File: config.mk
export PLATFORM = sky130hd
export DESIGN_NAME = multicycle_control
export DESIGN_NICKNAME = d
export VERILOG_FILES = /design/src/rtl/mips_ctrl_pkg.sv /design/src/rtl/multicycle_control_decode.sv /design/src/rtl/multicycle_control.sv
export SDC_FILE = /design/constraint.sdc
export NUM_CORES = 1
export LEC_CHECK = 0
export CORE_MARGIN = 10
export CORE_UTILIZATION = 45
export DETAILED_ROUTE_END_ITERATION = 16
export PLACE_DENSITY_LB_ADDON = 0.25
export SLEW_MARGIN = 20
export SYNTH_ARGS = -nofsm -noshare
export SYNTH_HDL_FRONTEND = slang
export SYNTH_SLANG_ARGS = --single-unit
export TNS_END_PERCENT = 100
File: constraint.sdc
create_clock -name clk -period 2.1 [get_ports clk]
set_clock_uncertainty 0.05 [all_clocks]
set_input_delay 0.42 -clock clk [delete_from_list [all_inputs] [get_ports clk]]
set_output_delay 0.42 -clock clk [all_outputs]
set_load 0.02 [all_outputs]
File: src/rtl/mips_ctrl_pkg.sv
// Shared types and encodings for the multi-cycle MIPS main control FSM.
// Optional feature macro: ILLEGAL_OP_TRAP_EN (adds the TRAP state).
package mips_ctrl_pkg;

  // Controller states; TRAP exists only when illegal-opcode trapping is built in.
  typedef enum logic [3:0] {
    S_BOOT,
    S_FETCH,
    S_DECODE,
    S_MEM_ADDR,
    S_MEM_READ,
    S_MEM_WB,
    S_MEM_WRITE,
    S_EXECUTE,
    S_R_WB,
    S_BRANCH,
    S_JUMP,
    S_ADDI_EX,
    S_ADDI_WB
`ifdef ILLEGAL_OP_TRAP_EN
    , S_TRAP
`endif
  } state_e;

  // Primary opcodes, instr[31:26]
  localparam logic [5:0] OP_RTYPE = 6'b000000;
  localparam logic [5:0] OP_LW    = 6'b100011;
  localparam logic [5:0] OP_SW    = 6'b101011;
  localparam logic [5:0] OP_BEQ   = 6'b000100;
  localparam logic [5:0] OP_J     = 6'b000010;
  localparam logic [5:0] OP_ADDI  = 6'b001000;

  // ALU-op codes consumed by the ALU-control decoder
  localparam logic [1:0] ALUOP_ADD   = 2'b00;
  localparam logic [1:0] ALUOP_SUB   = 2'b01;
  localparam logic [1:0] ALUOP_FUNCT = 2'b10;
  localparam logic [1:0] ALUOP_ADDI  = 2'b11;

  // ALU B operand select
  localparam logic [1:0] SRCB_REG     = 2'b00;
  localparam logic [1:0] SRCB_FOUR    = 2'b01;
  localparam logic [1:0] SRCB_IMM     = 2'b10;
  localparam logic [1:0] SRCB_IMM_SH2 = 2'b11;

  // PC source select
  localparam logic [1:0] PCSRC_ALU    = 2'b00;
  localparam logic [1:0] PCSRC_ALUOUT = 2'b01;
  localparam logic [1:0] PCSRC_JUMP   = 2'b10;

  // Bundle of every datapath control strobe/select
  typedef struct packed {
    logic       pc_write;
    logic       pc_write_cond;
    logic       i_or_d;
    logic       mem_read;
    logic       mem_write;
    logic       ir_write;
    logic       mem_to_reg;
    logic       reg_dst;
    logic       reg_write;
    logic       alu_src_a;
    logic [1:0] alu_src_b;
    logic [1:0] alu_op;
    logic [1:0] pc_source;
  } ctrl_t;

endpackage

File: src/rtl/multicycle_control_decode.sv
// Combinational state-to-control decoder for the multi-cycle MIPS controller.
// Outputs are pure Moore decodes except ir_write/pc_write in FETCH, which wait
// for the memory to deliver the instruction (mem_ready).
module multicycle_control_decode
  import mips_ctrl_pkg::*;
(
  input  state_e     state,
  input  logic       mem_ready,
  output ctrl_t      ctrl
);

  // Decode the current state into datapath controls
  always_comb begin
    // NOTE: every field gets a default before the case so no path infers a latch.
    ctrl = '0;
    case (state)
      S_FETCH: begin
        ctrl.mem_read  = 1'b1;
        ctrl.i_or_d    = 1'b0;
        ctrl.alu_src_a = 1'b0;
        ctrl.alu_src_b = SRCB_FOUR;
        ctrl.alu_op    = ALUOP_ADD;
        ctrl.pc_source = PCSRC_ALU;
        ctrl.ir_write  = mem_ready;
        ctrl.pc_write  = mem_ready;
      end
      S_DECODE: begin
        ctrl.alu_src_a = 1'b0;
        ctrl.alu_src_b = SRCB_IMM_SH2;
        ctrl.alu_op    = ALUOP_ADD;
      end
      S_MEM_ADDR: begin
        ctrl.alu_src_a = 1'b1;
        ctrl.alu_src_b = SRCB_IMM;
        ctrl.alu_op    = ALUOP_ADD;
      end
      S_MEM_READ: begin
        ctrl.mem_read = 1'b1;
        ctrl.i_or_d   = 1'b1;
      end
      S_MEM_WB: begin
        ctrl.reg_write  = 1'b1;
        ctrl.mem_to_reg = 1'b1;
        ctrl.reg_dst    = 1'b0;
      end
      S_MEM_WRITE: begin
        ctrl.mem_write = 1'b1;
        ctrl.i_or_d    = 1'b1;
      end
      S_EXECUTE: begin
        ctrl.alu_src_a = 1'b1;
        ctrl.alu_src_b = SRCB_REG;
        ctrl.alu_op    = ALUOP_FUNCT;
      end
      S_R_WB: begin
        ctrl.reg_write  = 1'b1;
        ctrl.reg_dst    = 1'b1;
        ctrl.mem_to_reg = 1'b0;
      end
      S_BRANCH: begin
        ctrl.alu_src_a     = 1'b1;
        ctrl.alu_src_b     = SRCB_REG;
        ctrl.alu_op        = ALUOP_SUB;
        ctrl.pc_write_cond = 1'b1;
        ctrl.pc_source     = PCSRC_ALUOUT;
      end
      S_JUMP: begin
        ctrl.pc_write  = 1'b1;
        ctrl.pc_source = PCSRC_JUMP;
      end
      S_ADDI_EX: begin
        ctrl.alu_src_a = 1'b1;
        ctrl.alu_src_b = SRCB_IMM;
        ctrl.alu_op    = ALUOP_ADDI;
      end
      S_ADDI_WB: begin
        ctrl.reg_write  = 1'b1;
        ctrl.reg_dst    = 1'b0;
        ctrl.mem_to_reg = 1'b0;
      end
      // BOOT (and TRAP when built in) keep every control low
      default: ;
    endcase
  end

endmodule

File: src/rtl/multicycle_control.sv
// Main control FSM for the multi-cycle MIPS datapath: state register,
// next-state logic and retired-instruction counter.
// Optional feature macro: ILLEGAL_OP_TRAP_EN -- unknown opcodes enter a sticky
// TRAP state and raise trap; otherwise they retire as NOPs.
module multicycle_control
  import mips_ctrl_pkg::*;
#(
  parameter int CNT_W = 16
) (
  input  logic             clk,
  input  logic             reset,
  input  logic [5:0]       opcode,
  input  logic             mem_ready,
  output logic             pc_write,
  output logic             pc_write_cond,
  output logic             i_or_d,
  output logic             mem_read,
  output logic             mem_write,
  output logic             ir_write,
  output logic             mem_to_reg,
  output logic             reg_dst,
  output logic             reg_write,
  output logic             alu_src_a,
  output logic [1:0]       alu_src_b,
  output logic [1:0]       alu_op,
  output logic [1:0]       pc_source,
  output logic [CNT_W-1:0] instr_retired
`ifdef ILLEGAL_OP_TRAP_EN
  ,
  output logic             trap
`endif
);

  state_e           state_q, state_d;
  logic [CNT_W-1:0] cnt_q, cnt_d;
  logic             retire;
  ctrl_t            ctrl;
`ifdef ILLEGAL_OP_TRAP_EN
  logic             trap_q, trap_d;
`endif

  // Next-state selection; opcode matters only in DECODE and MEM_ADDR
  always_comb begin
    state_d = state_q;
    case (state_q)
      S_BOOT:      state_d = S_FETCH;
      S_FETCH:     if (mem_ready) state_d = S_DECODE;
      S_DECODE: begin
        case (opcode)
          OP_LW, OP_SW: state_d = S_MEM_ADDR;
          OP_RTYPE:     state_d = S_EXECUTE;
          OP_BEQ:       state_d = S_BRANCH;
          OP_J:         state_d = S_JUMP;
          OP_ADDI:      state_d = S_ADDI_EX;
`ifdef ILLEGAL_OP_TRAP_EN
          default:      state_d = S_TRAP;
`else
          default:      state_d = S_FETCH;
`endif
        endcase
      end
      S_MEM_ADDR:  state_d = (opcode == OP_SW) ? S_MEM_WRITE : S_MEM_READ;
      S_MEM_READ:  if (mem_ready) state_d = S_MEM_WB;
      S_MEM_WB:    state_d = S_FETCH;
      S_MEM_WRITE: if (mem_ready) state_d = S_FETCH;
      S_EXECUTE:   state_d = S_R_WB;
      S_R_WB:      state_d = S_FETCH;
      S_BRANCH:    state_d = S_FETCH;
      S_JUMP:      state_d = S_FETCH;
      S_ADDI_EX:   state_d = S_ADDI_WB;
      S_ADDI_WB:   state_d = S_FETCH;
`ifdef ILLEGAL_OP_TRAP_EN
      S_TRAP:      state_d = S_TRAP;
`endif
      default:     state_d = S_BOOT;
    endcase
  end

  // An instruction retires when it hands control back to FETCH
  always_comb begin
    retire = (state_d == S_FETCH) && (state_q != S_BOOT) && (state_q != S_FETCH);
    cnt_d  = retire ? cnt_q + CNT_W'(1) : cnt_q;
`ifdef ILLEGAL_OP_TRAP_EN
    trap_d = trap_q | (state_d == S_TRAP);
`endif
  end

  // State, counter and trap flag registers with synchronous reset
  always_ff @(posedge clk) begin
    // NOTE: sequential state uses non-blocking assignments so all flops update together.
    if (reset) begin
      state_q <= S_BOOT;
      cnt_q   <= '0;
`ifdef ILLEGAL_OP_TRAP_EN
      trap_q  <= 1'b0;
`endif
    end else begin
      state_q <= state_d;
      cnt_q   <= cnt_d;
`ifdef ILLEGAL_OP_TRAP_EN
      trap_q  <= trap_d;
`endif
    end
  end

  multicycle_control_decode u_decode (
    .state     (state_q),
    .mem_ready (mem_ready),
    .ctrl      (ctrl)
  );

  assign pc_write      = ctrl.pc_write;
  assign pc_write_cond = ctrl.pc_write_cond;
  assign i_or_d        = ctrl.i_or_d;
  assign mem_read      = ctrl.mem_read;
  assign mem_write     = ctrl.mem_write;
  assign ir_write      = ctrl.ir_write;
  assign mem_to_reg    = ctrl.mem_to_reg;
  assign reg_dst       = ctrl.reg_dst;
  assign reg_write     = ctrl.reg_write;
  assign alu_src_a     = ctrl.alu_src_a;
  assign alu_src_b     = ctrl.alu_src_b;
  assign alu_op        = ctrl.alu_op;
  assign pc_source     = ctrl.pc_source;
  assign instr_retired = cnt_q;
`ifdef ILLEGAL_OP_TRAP_EN
  assign trap          = trap_q;
`endif

endmodule

==> metrics.md, run 1 <==
| Metric | Value |
|---|---|
| Crit Path Max Fanout | `8` |
| Area fraction of the dominant cell type after synthesis | `23.74%` |
| Clock latency on the worst-skew pair | `0.26 ns` |
| R2R cell count | `7` |
| Area of the die | `6597 µm²` |
| Warnings, synthesis | `0` |
| Max IR drop VDD | `0.3455 mV` |
| CTS root buffer | `clkbuf_8` |
| Largest net degree at the start of global routing | `34` |
| Synth Flop Type | `dfxtp_1` |
| CTS sink cnt | `20` |
| Post-synthesis cell type count | `50` |
| Max Cap Violations | `0` |
| Setup Buffers After CTS | `0` |
| Die height | `81.22 µm` |
| Startpoint Class | `input pin` |
| Reg clk slew, reported paths | `0.08 ns` |
| Wire per inst | `16.08 µm` |
| Syn nets | `190` |
| Pleak | `0.9483 nW` |
| Area contributors post-synth | `dfxtp_1 24%, nor4_4 10%, mux2_4 7.1%, nor2_1 6.0%, nor2b_1 5.2%` |
| Dpl hpwl | `3249 µm` |
| H-tree depth | `1` |
| CTS buffer count | `3` |
| Area Growth Syn to Fin | `43.69%` |
| Post-synth EDFFs | `0` |
| Total power divided by cell area | `377.1 nW/µm²` |
| Synthesized flop and latch total | `20` |
| Final antenna-violating net count | `0` |
| Vias in the first global route | `1494` |
| Worst-Margin Slew | `0.3491 ns` |
| CTS tree | `yes` |
| Final hold slack | `0.5091 ns` |
| Tcrit/Tclk final | `97.91%` |
| Placed Area | `2221 µm²` |
| Synth Instances | `180` |
| Crit path DAT | `2.16 ns` |
| Layout Cells excl Fill | `283` |
| Via/cell ratio | `5.488` |
| Area leader, netlist | `dfxtp_1` |
| Most frequent cells in the layout | `27 x nor2_1, 17 x dlygate4sd2_1, 17 x clkdlybuf4s50_1, 17 x dfxtp_1, 17 x buf_4` |
| Cell Chain, Critical Path | `dlygate4sd2_1, nand2b_1, a41o_1, o2bb2ai_4, buf_12, nor4_4, mux2_4` |
| Final worst slack | `0.04383 ns` |
| Core ar. | `3633 µm²` |
| DP Cell Count | `278` |
| Top Ports | `41` |
| GR Overflow Total | `0` |
| First-pass GRT wire length | `7162 µm` |
| Fraction of registers with async set/reset | `0%` |
| Drt first pass iters | `4` |
| Slew HR | `76.58%` |
| Sequential fraction of the synthesis area | `23.74%` |
| Syn_area_per_cell | `9.370 µm²` |
| DRT iter0 DRCs | `92` |
| DP Worst Slack | `-0.5271 ns` |
| Via count | `1553` |
| Worst hold path class | `reg -> reg` |
| Final GP Congestion | `0.7656` |
| Drt total wl | `4551 µm` |
| Largest stage delay on the critical path | `0.32 ns` |
| CP required | `2.20 ns` |
| Layout cells sized above 1 | `32.34%` |
| Clk buf depth | `2` |
| Starting density of the core | `46.42%` |
| Ant diodes | `0` |
| Initial antenna violation count | `0` |
| Post-layout instance area | `2424 µm²` |
| Hold-critical path depth | `2` |
| Final hold violations | `0` |
| Most common cell after layout, fill and taps aside | `nor2_1` |
| Cell Area, Synth | `1687 µm²` |
| CP Capture Type | `flop` |
| Drt drc | `0` |
| Finish-stage setup viols | `0` |
| Num rows | `22` |
| Nets@finish | `246` |
| PortBufs | `40` |
| Gr usage total | `13.59%` |
| Kind of critical path | `in -> reg` |
| Final min period | `2.056 ns` |
| CP max-delay cell | `mux2_4` |
| Die X | `81.22 µm` |
| Final Max Slew Viols | `0` |
| Status | `complete, no violations` |
| Max frequency | `486.3 MHz` |
| Final Power | `0.0009139 W` |
## sequential cells by signal, indices dropped and copies added (netlist names)
signal	cells
instr_retired	16
state_q	4
## cell families (layout without fill, tap and decap cells)
kind of cell | Yosys count | in the layout | share of synthesized area [%]
adders and majority gates | 1 | 1 | 0.7417
xor gates and xnor gates | 2 | 2 | 1.039
AOI/OAI and AO/OA | 28 | 28 | 12.69
DFF | 20 | 20 | 23.74
muxes | 14 | 14 | 11.13
and+or+nand+nor | 98 | 98 | 41.47
buffers and inverters | 17 | 72 | 9.198
## worst paths after layout
| path | startpoint | endpoint | slack (ns) |
|---|---|---|---|
| setup / recovery | opcode[3] | instr_retired[6] | 0.04 |
| hold / removal | instr_retired[1] | instr_retired[1] | 0.51 |
| setup reg to reg | state_q[2] | instr_retired[6] | 0.09 |
| hold reg to reg | instr_retired[1] | instr_retired[1] | 0.51 |
## metal layers
metal	vias to the layer above	routed length (µm)	track usage, %
met5	-	0	0
met4	0	17	3.114
met3	2	341	4.636
met2	44	2300	23.96
met1	738	1891	15.42
li1	769	-	-
## cell usage after synthesis (all sizes together) (2+ instances only)
cell	n
nor3	6
and2	2
o31ai	4
and3	2
o21ai	2
nor2b	14
a21oi	9
nand2b	6
dfxtp	20
o2bb2ai	2
nor4	12
mux2	14
nand2	7
and3b	2
nand4	6
and4	2
nor2	27
nor4b	3
buf	11
clkbuf	3
a211o	2
nand3	3
inv	3
## through the flow
stage / utilization [%] / TNS, ns
2_1_floorplan: - / 0
3_3_place_gp: 61.12 / -6.336
3_5_place_dp: 61.12 / -7.307
4_1_cts: 64.19 / 0
5_1_grt: 66.70 / -0.003222
6_report: 66.70 / 0
## report_power, final
part,switching (W),internal [W]
sequential,0.0000115,0.000384
combinational,0.000123,0.0000958
clock,0.000132,0.000167
## area by class of cell
cell class	instances	area (µm²)
fillers	304	1210
flip-flops and latches	20	404.1
clock buffers	4	55.05
repair buffers	65	635.6
well taps	48	60.06
multi-input cells	143	1257
inverters	3	11.26
## repair_timing
action	CTS	global route
hold buffers	0	0
resized for setup	37	24
endpoints found under the setup margin	32	18
pin swaps	4	9
cloned	1	1
## worst max-delay path, delay by kind of cell
kind | cells | cell delay [ns]
muxes | 1 | 0.32
and+or+nand+nor | 2 | 0.48
buffers and inverters | 2 | 0.49
AOI/OAI and AO/OA | 2 | 0.44
Note: power is estimated with default switching activity, not from simulation.
==> run 2: changes to the inputs <==
--- a/config.mk
+++ b/config.mk
@@ -6,11 +6,13 @@
 export NUM_CORES = 1
 export LEC_CHECK = 0
 export CORE_MARGIN = 10
-export CORE_UTILIZATION = 45
+export CORE_UTILIZATION = 40
 export DETAILED_ROUTE_END_ITERATION = 16
 export PLACE_DENSITY_LB_ADDON = 0.25
+export RECOVER_POWER = 50
 export SLEW_MARGIN = 20
 export SYNTH_ARGS = -nofsm -noshare
 export SYNTH_HDL_FRONTEND = slang
+export SYNTH_HIERARCHICAL = 1
 export SYNTH_SLANG_ARGS = --single-unit
 export TNS_END_PERCENT = 100
==> run 2 against run 1 <==
Via count rose by 5.4%. Critical endpoint is now instr_retired[7]. Synthesized area shrank 3.0%. Worst hold slack got worse by 0.060 ns. Sequential share of layout area shrank 0.077 points. Largest power group unchanged. Final area rose by 0.47%. Power fell by 3.3%. Largest cell class unchanged. Critical path depth unchanged. Register-to-register slack about the same. Cell count rose by 5.7%.
==> metrics.md, run 2 <==
| Metric | Value |
|---|---|
| Pleak | `0.9664 nW` |
| Compound-gate portion of the synthesized area | `17.28%` |
| Worst hold path class | `reg -> reg` |
| Reg clk slew, reported paths | `0.08 ns` |
| Max Cap Violations | `0` |
| Crit Path Max Fanout | `14` |
| Post-synthesis cell type count | `53` |
| Internal | `0.0006402 W` |
| CTS tree | `yes` |
| Most common cell in the netlist | `nor2_1` |
| Cell Chain, Critical Path | `clkdlybuf4s50_1, nor3_2, nand3b_1, nor2_1, buf_12, nor4_4, mux2_1` |
| Syn_area_per_cell | `8.480 µm²` |
| Total power divided by cell area | `363.1 nW/µm²` |
| Area of the die | `7050 µm²` |
| Ant diodes | `0` |
| Core ar. | `3971 µm²` |
| Largest family of logic cells by synthesized area | `simple AND/OR/NAND/NOR gates` |
| Dpl hpwl | `3085 µm` |
| Clk buf depth | `2` |
| Drt total wl | `4555 µm` |
| Cell Area, Synth | `1637 µm²` |
| Kind of critical path | `in -> reg` |
| Nets@finish | `260` |
| Slew HR | `61.98%` |
| Synthesized-area fraction occupied by xor and xnor cells | `1.606%` |
| Max frequency | `484.1 MHz` |
| Max reg flops | `16` |
| Largest stage delay on the critical path | `0.45 ns` |
| Net Sw Frac | `27.58%` |
| Post-synthesis mux area share | `6.193%` |
| CTS sink cnt | `20` |
| Post-synth EDFFs | `0` |
| Syn nets | `203` |
| Layout cells sized above 1 | `26.91%` |
| Final hold violations | `0` |
| Starting density of the core | `41.21%` |
| CP bufs+invs | `2` |
| H-tree depth | `1` |
| PortBufs | `40` |
| Initial antenna violation count | `0` |
| Clock latency on the worst-skew pair | `0.26 ns` |
| Most common cell after layout, fill and taps aside | `nor2_1` |
| CTS Hold Buffers Added | `0` |
| Final Max Slew Viols | `0` |
| Warnings, synthesis | `6` |
| Final min period | `2.066 ns` |
| Logic gate share of total power | `21.9%` |
| Drt first pass iters | `4` |
| Grt peak-use layer | `met2` |
| Clock share of power | `34.1%` |
| CTS buffer count | `3` |
| CTS root buffer | `clkbuf_8` |
| Finish-stage setup viols | `0` |
| CP required | `2.19 ns` |
| Tcrit/Tclk final | `98.36%` |
| Reg power frac | `44.0%` |
| Sequential fraction of the synthesis area | `24.46%` |
| Final antenna-violating net count | `0` |
| Area contributors post-synth | `dfxtp_1 24%, mux2_1 6.2%, nor4_2 6.1%, nor2_1 5.3%, nand2b_4 4.2%` |
| Top Ports | `41` |
| Die height | `83.97 µm` |
| Commonest cells in the synthesized netlist | `23 x nor2_1, 20 x dfxtp_1, 12 x a21oi_1` |
| Area Growth Syn to Fin | `48.78%` |
| Synthesized flop and latch total | `20` |
| Synth Flop Type | `dfxtp_1` |
| DRT iter0 DRCs | `63` |
| Startpoint Class | `input pin` |
| Largest delay share family, worst path | `simple AND/OR/NAND/NOR gates` |
| CP max-delay cell | `clkdlybuf4s50_1` |
| Die X | `83.97 µm` |
| Area fraction of the dominant cell type after synthesis | `24.46%` |
| Filler instances | `350` |
| Area leader, netlist | `dfxtp_1` |
| Worst-Margin Slew | `0.5703 ns` |
| Num rows | `23` |
| Gr usage total | `11.78%` |
| Max IR drop VDD | `0.3383 mV` |
| Crit path DAT | `2.16 ns` |
| Routing usage on met1 | `13.02%` |
| CP Capture Type | `flop` |
| Sw Pwr | `0.0002439 W` |
| Most frequent cells in the layout | `24 x nor2_1, 19 x buf_4, 17 x dfxtp_1` |
| Final GP Congestion | `0.8252` |
| Met2 usage | `21.18%` |
| Vias in the first global route | `1571` |
| Status | `complete, no violations` |
| Sum of negative setup slack | `0 ns` |
| Final hold slack | `0.4491 ns` |
| Simple-Gate Fraction of Synth Area | `41.21%` |
| First-pass GRT wire length | `7410 µm` |
| Via count | `1637` |
| Post-Synth Adder-Cell Area | `0.7645%` |
| Via/cell ratio | `5.475` |
| Largest net degree at the start of global routing | `29` |
| Synth Instances | `193` |
| Drt drc | `0` |
| Met3 global-route usage | `3.809%` |
| GR Overflow Total | `0` |
| Fraction of registers with async set/reset | `0%` |
| Wire per inst | `15.23 µm` |
[run 2: cell count changes after synthesis, sizes merged, moves of 4 or more]
cell and delta:
nor2b -4, or4 +5, nand3b +4, mux2 -5, a21oi +4, nand3 +5
[run 2: what timing repair did]
action	4_1_cts	5_1_grt
gates resized for setup	27	19
pin swaps	0	6
setup buffers	0	3
cloned	0	1
endpoints found under the setup margin	31	17
[run 2: kinds of logic (layout without fill, tap and decap cells)]
group | count (synthesis) | count (layout)
xor+xnor | 3 | 3
simple gates | 99 | 99
buf+inv | 23 | 78
flops | 20 | 20
mux | 9 | 9
compound gates | 38 | 39
fa+ha+maj | 1 | 1
[run 2: worst paths after layout]
check        cells past startpoint         startpoint                end  slack, ns
max                              7          opcode[0]   instr_retired[7]       0.03
min                              2  instr_retired[14]  instr_retired[14]       0.45
max reg2reg                      6         state_q[2]   instr_retired[7]       0.08
min reg2reg                      2  instr_retired[14]  instr_retired[14]       0.45
[run 2: through the flow]
stage	area [µm²]	total power [W]	setup slack (ns)	utilization, %	std cells
after floorplan	1637	0.0005028	0.1809	-	193
after global placement	2246	0.0005818	-0.3761	56.55	291
after detailed placement	2246	0.0005845	-0.4060	56.55	291
after CTS	2318	0.0008794	0.02187	58.38	295
after global routing	2435	0.0009286	-0.02015	61.31	299
final	2435	0.0008841	0.03436	61.31	299
[run 2: metal layers]
metal | share of wire, % | wire, µm
met5 | 0 | 0
met4 | 1.3 | 57
met3 | 6.0 | 275
met2 | 50 | 2283
met1 | 43 | 1939
[run 2: worst min-delay path, stage by stage (launching register included)]
cell,delay (ns)
dfxtp_1,0.33
o31ai_1,0.07
a21oi_1,0.05
[run 2: final cells by class]
| type | instances | area, µm² | area share [%] |
|---|---|---|---|
| Clock buffer | 4 | 55.05 | 2.261 |
| Inverter | 6 | 22.52 | 0.9250 |
| Multi-Input combinational cell | 151 | 1217 | 50.00 |
| Sequential cell | 20 | 404.1 | 16.60 |
| Tap cell | 50 | 62.56 | 2.569 |
| Timing Repair Buffer | 68 | 673.1 | 27.65 |
[run 2: power by group through the flow]
stage	clock network [W]	registers (W)	logic (W)
global placement	0	0.000398	0.000184
global route	0.000327	0.000390	0.000211
floorplan	0	0.000398	0.000105
finish	0.000301	0.000389	0.000194
detailed placement	0	0.000398	0.000186
CTS	0.000305	0.000390	0.000185
==> edit 1, RTL diff (config.mk and constraints of run 1) <==
Reset style: asynchronous (`reset`), changed in one clocked block. Comments in the files are not updated.
--- a/src/rtl/multicycle_control.sv
+++ b/src/rtl/multicycle_control.sv
@@ -88,3 +88,3 @@
   // State, counter and trap flag registers with synchronous reset
-  always_ff @(posedge clk) begin
+  always_ff @(posedge clk or posedge reset) begin
     // NOTE: sequential state uses non-blocking assignments so all flops update together.
Behaviour: differs if reset is asserted again (counterexample within 4 cycles, from zero or initial values and one cycle with reset high); with reset held inactive, the same outputs for 10 cycles.
==> edit 1 against run 1 <==
The run now ends with setup timing left; area after synthesis is 21% lower; final area decreased by 16%; worst setup slack worse by 0.11 ns; routed wire length shrank 17%; highest routed layer unchanged; hold slack got worse by 0.13 ns; sequential cell count unchanged; global-route usage is 0.96 points lower.
Power is left out: it rests on default switching activity, and per cell area and clock period it moved more than threefold.
==> edit 1: results (changes against run 1) <==
metric	value	unit	change
cp_slowest_cell	or4_1		was mux2_4
root_buffer	clkbuf_4		was clkbuf_8
synthXorXnorAreaFrac	11.2	%	was 1.04%
avgSynthCellArea	9.51	um2	was 9.37 um2
reg2reg_to	instr_retired[6]$_DFFE_PP0P_		was instr_retired[6]$_SDFFE_PP0P_
drive_above_1_share	34.0	%	was 32.3%
setup_ws	-0.0639	ns	was 0.0438 ns
run_status	finished, violations left		was finished clean
grt_first_pass_wirelength	5.73	mm	was 7.16 mm
fin_tns_setup	-0.164	ns	was 0 ns
synth.yosys.seq_area_share	37.6	%	was 23.7%
gp_routability_congestion	0.794		was 0.766
place.detailed.instances	227		was 278
via_count_of_the_first_global_routing_pass	1196		was 1494
postSynth.asyncResetShare	100	%	was 0%
violations	setup timing		
post-dp-hpwl	2.74	mm	was 3.25 mm
gr-usage-all-layers	12.6	%	was 13.6%
crit-reg2reg-launch	state_q[3]$_DFF_PP0_		was state_q[2]$_SDFF_PP0_
finalSetupViolations	5		was 0
critical_path.max_stage_delay	0.57	ns	was 0.32 ns
proportion_of_synthesized_area_in_mux_cells	0.846	%	was 11.1%
dr_wl_met2	1.84	mm	was 2.30 mm
worst-slew-pin-transition	0.420	ns	was 0.349 ns
avg_vias_per_cell	5.28		was 5.49
synthDistinctLibCells	45		was 50
## edit 1: cell count changes after synthesis, sizes merged, moves of 4 or more
cell	change
nand4	-6
dfxtp	-20
xor2	+13
nor2b	-13
nor4	-7
nor3	+4
nand3	+4
nor2	-15
dfrtp	+20
mux2	-13
buf	-4
## edit 1: per-layer routing
metal,vias to the layer above,GRT usage [%]
li1,630,-
met1,590,16.0
met2,30,20.5
met3,2,4.92
met4,0,1.22
met5,-,0
## edit 1: area by class of cell
cell class	count	area [um2]	share of cell area, %
sequential	20	503	24.7
multi-input combinational	108	851	41.8
clock buffer	4	36.3	1.78
tap	31	38.8	1.91
inverter	5	18.8	0.922
timing repair buffer	69	588	28.9
## edit 1: repair_timing
| item | CTS | global route |
|---|---|---|
| endpoints found under the setup margin | 18 | 26 |
| hold buffers | 0 | 0 |
| hold endpoints to repair | 0 | 0 |
| pin swaps | 0 | 11 |
| setup buffers | 1 | 4 |
| resized for setup | 26 | 41 |
| gates cloned | 1 | 0 |
## edit 1: logic make-up (layout without fill, tap and decap cells)
group / count (synthesis) / count (layout)
xor gates and xnor gates: 17 / 17
muxes: 1 / 1
AOI/OAI and AO/OA: 23 / 23
DFF: 20 / 20
buffers and inverters: 13 / 78
and+or+nand+nor: 64 / 65
adders and majority gates: 2 / 2
## edit 1: critical path, delay by kind of cell
kind,cells,cell delay [ns]
and+or+nand+nor,3,0.88
buffers and inverters,2,0.65
AOI/OAI and AO/OA,1,0.19
xor gates and xnor gates,1,0.15
==> edit 2, RTL diff (settings of run 1) <==
Without the edit above. Build with the macro `ILLEGAL_OP_TRAP_EN` defined.
--- a/src/rtl/mips_ctrl_pkg.sv
+++ b/src/rtl/mips_ctrl_pkg.sv
@@ -2,2 +2,4 @@
 // Optional feature macro: ILLEGAL_OP_TRAP_EN (adds the TRAP state).
+`define ILLEGAL_OP_TRAP_EN
+
 package mips_ctrl_pkg;
Formal check against the unedited RTL (old outputs only; new: trap): not equivalent (a bounded check fails within 4 cycles, from zero or initial values and one cycle with reset high).
==> edit 2 against run 1 <==
The flow now finishes with violations (setup timing); combinational power rose by 28%; sequential cell count increased by 1; total power is 1.7% lower; routed wire length rose by 3.6%; clock power is 34% lower; final area decreased by 11%; count of clock-buffer cells in the layout stayed put; worst setup slack got worse by 0.048 ns; area after synthesis fell by 18%; die area shrank 14%; critical path type unchanged; largest cell class unchanged.
==> edit 2: results (changes against run 1) <==
metric	value	unit	change
fin_tns_setup	-0.00378	ns	was 0 ns
worstSkewPairLatency	0.31	ns	was 0.26 ns
proportion_of_synthesized_area_in_mux_cells	0.725	%	was 11.1%
crit-reg2reg-launch	state_q[3]$_SDFF_PP0_		was state_q[2]$_SDFF_PP0_
grt.met3_usage	3.65	%	was 4.64%
gp_routability_congestion	0.848		was 0.766
pin_count_of_the_biggest_net_entering_global_routing	19		was 34
ys_top_cells_by_area	dfxtp_1 (30%), a21oi_1 (8.0%), nor2_1 (4.9%), o21ai_0 (3.6%), nand2_1 (3.0%)		was dfxtp_1 (24%), nor4_4 (10%), mux2_4 (7.1%), nor2_1 (6.0%), nor2b_1 (5.2%)
post-dp-hpwl	3.29	mm	was 3.25 mm
total_length_of_routed_met3_wires	303	um	was 341 um
dr_wl_met2	2.59	mm	was 2.30 mm
via_count_of_the_first_global_routing_pass	1569		was 1494
finalSetupViolations	1		was 0
drive_above_1_share	32.4	%	was 32.3%
timing.critical_path.from	opcode[4]		was opcode[3]
final_nets	261		was 246
violations	setup timing		
metal1_wirelength	1.79	mm	was 1.89 mm
arrival_time_at_the_worst_endpoint	2.30	ns	was 2.16 ns
cts.clk_slew.worst_paths	0.12	ns	was 0.08 ns
synth-adder-area-share	0.906	%	was 0.742%
netlist_top_cells_count	a21oi_1 (22), dfxtp_1 (21), nor2_1 (18)		was nor2_1 (27), dfxtp_1 (20), nor2b_1 (14)
gr-usage-all-layers	15.6	%	was 13.6%
synthXorXnorAreaFrac	3.80	%	was 1.04%
timing.critical_path.max_delay_family	simple AND/OR/NAND/NOR gates		was buffers and inverters
timing.hold.worst_endpoint	trap$_SDFF_PP0_		was instr_retired[1]$_SDFFE_PP0P_
cp_slowest_cell	or4_1		was mux2_4
htree_num_levels	1		unchanged
postCtsSetupBuffers	6		was 0
worst-slew-pin-transition	0.305	ns	was 0.349 ns
run_status	finished, violations left		was finished clean
synth.yosys.seq_area_share	30.4	%	was 23.7%
biggest_fanout_along_the_worst_timing_path	4		was 8
worst_setup_path_end_kind	register		unchanged
grt_first_pass_wirelength	7.13	mm	was 7.16 mm
synth-compound-area-share	24.5	%	was 12.7%
groute.layer.met1.usage	17.2	%	was 15.4%
largest_reg_flops	16		unchanged
setup_ws	-0.00378	ns	was 0.0438 ns
initial_antenna_violation_count	0		unchanged
avg_vias_per_cell	5.78		was 5.49
hp-start	trap$_SDFF_PP0_		was instr_retired[1]$_SDFFE_PP0P_
place_area	0.00202	mm2	was 0.00222 mm2
synthDistinctLibCells	51		was 50
buffer_ports.inserted	41		was 40
cts-resized-gates	36		was 37
groute.layer.met2.usage	29.6	%	was 24.0%
top_layer	met4		unchanged
irDropWorstVdd	0.287	mV	was 0.346 mV
totalWireLength	4.72	mm	was 4.55 mm
p_leak	0.836	nW	was 0.948 nW
root_buffer	clkbuf_4		was clkbuf_8
drtIter0Drc	140		was 92
syn-num-nets	187		was 190
critical_path.max_stage_delay	0.45	ns	was 0.32 ns
-- edit 2: changes by cell type after synthesis, sizes merged, moves of 7 or more --
cell	change
o21ai	+8
a21oi	+14
nor4	-9
nor2	-9
or3	+7
nor2b	-13
mux2	-14
-- edit 2: area by class of cell --
class	count	area (um2)
fillers	238	840
flip-flops and latches	21	440
well taps	33	41.3
inverters	6	26.3
repair buffers	81	672
clock buffers	4	26.3
multi-input cells	138	957
-- edit 2: power breakdown --
part	switching (mW)	internal, mW
clock	0.123	0.0742
combinational	0.145	0.135
sequential	0.0172	0.404
-- edit 2: through the flow --
stage                     setup slack [ns]  power (mW)  hold slack [ns]  std cells
after floorplan                     0.0237       0.557            0.475        177
after global placement              -0.471       0.676            0.391        270
after detailed placement            -0.581       0.686            0.415        270
after CTS                          0.00179       0.882            0.452        280
after global routing               -0.0831       0.942            0.489        283
final                             -0.00378       0.899            0.445        283
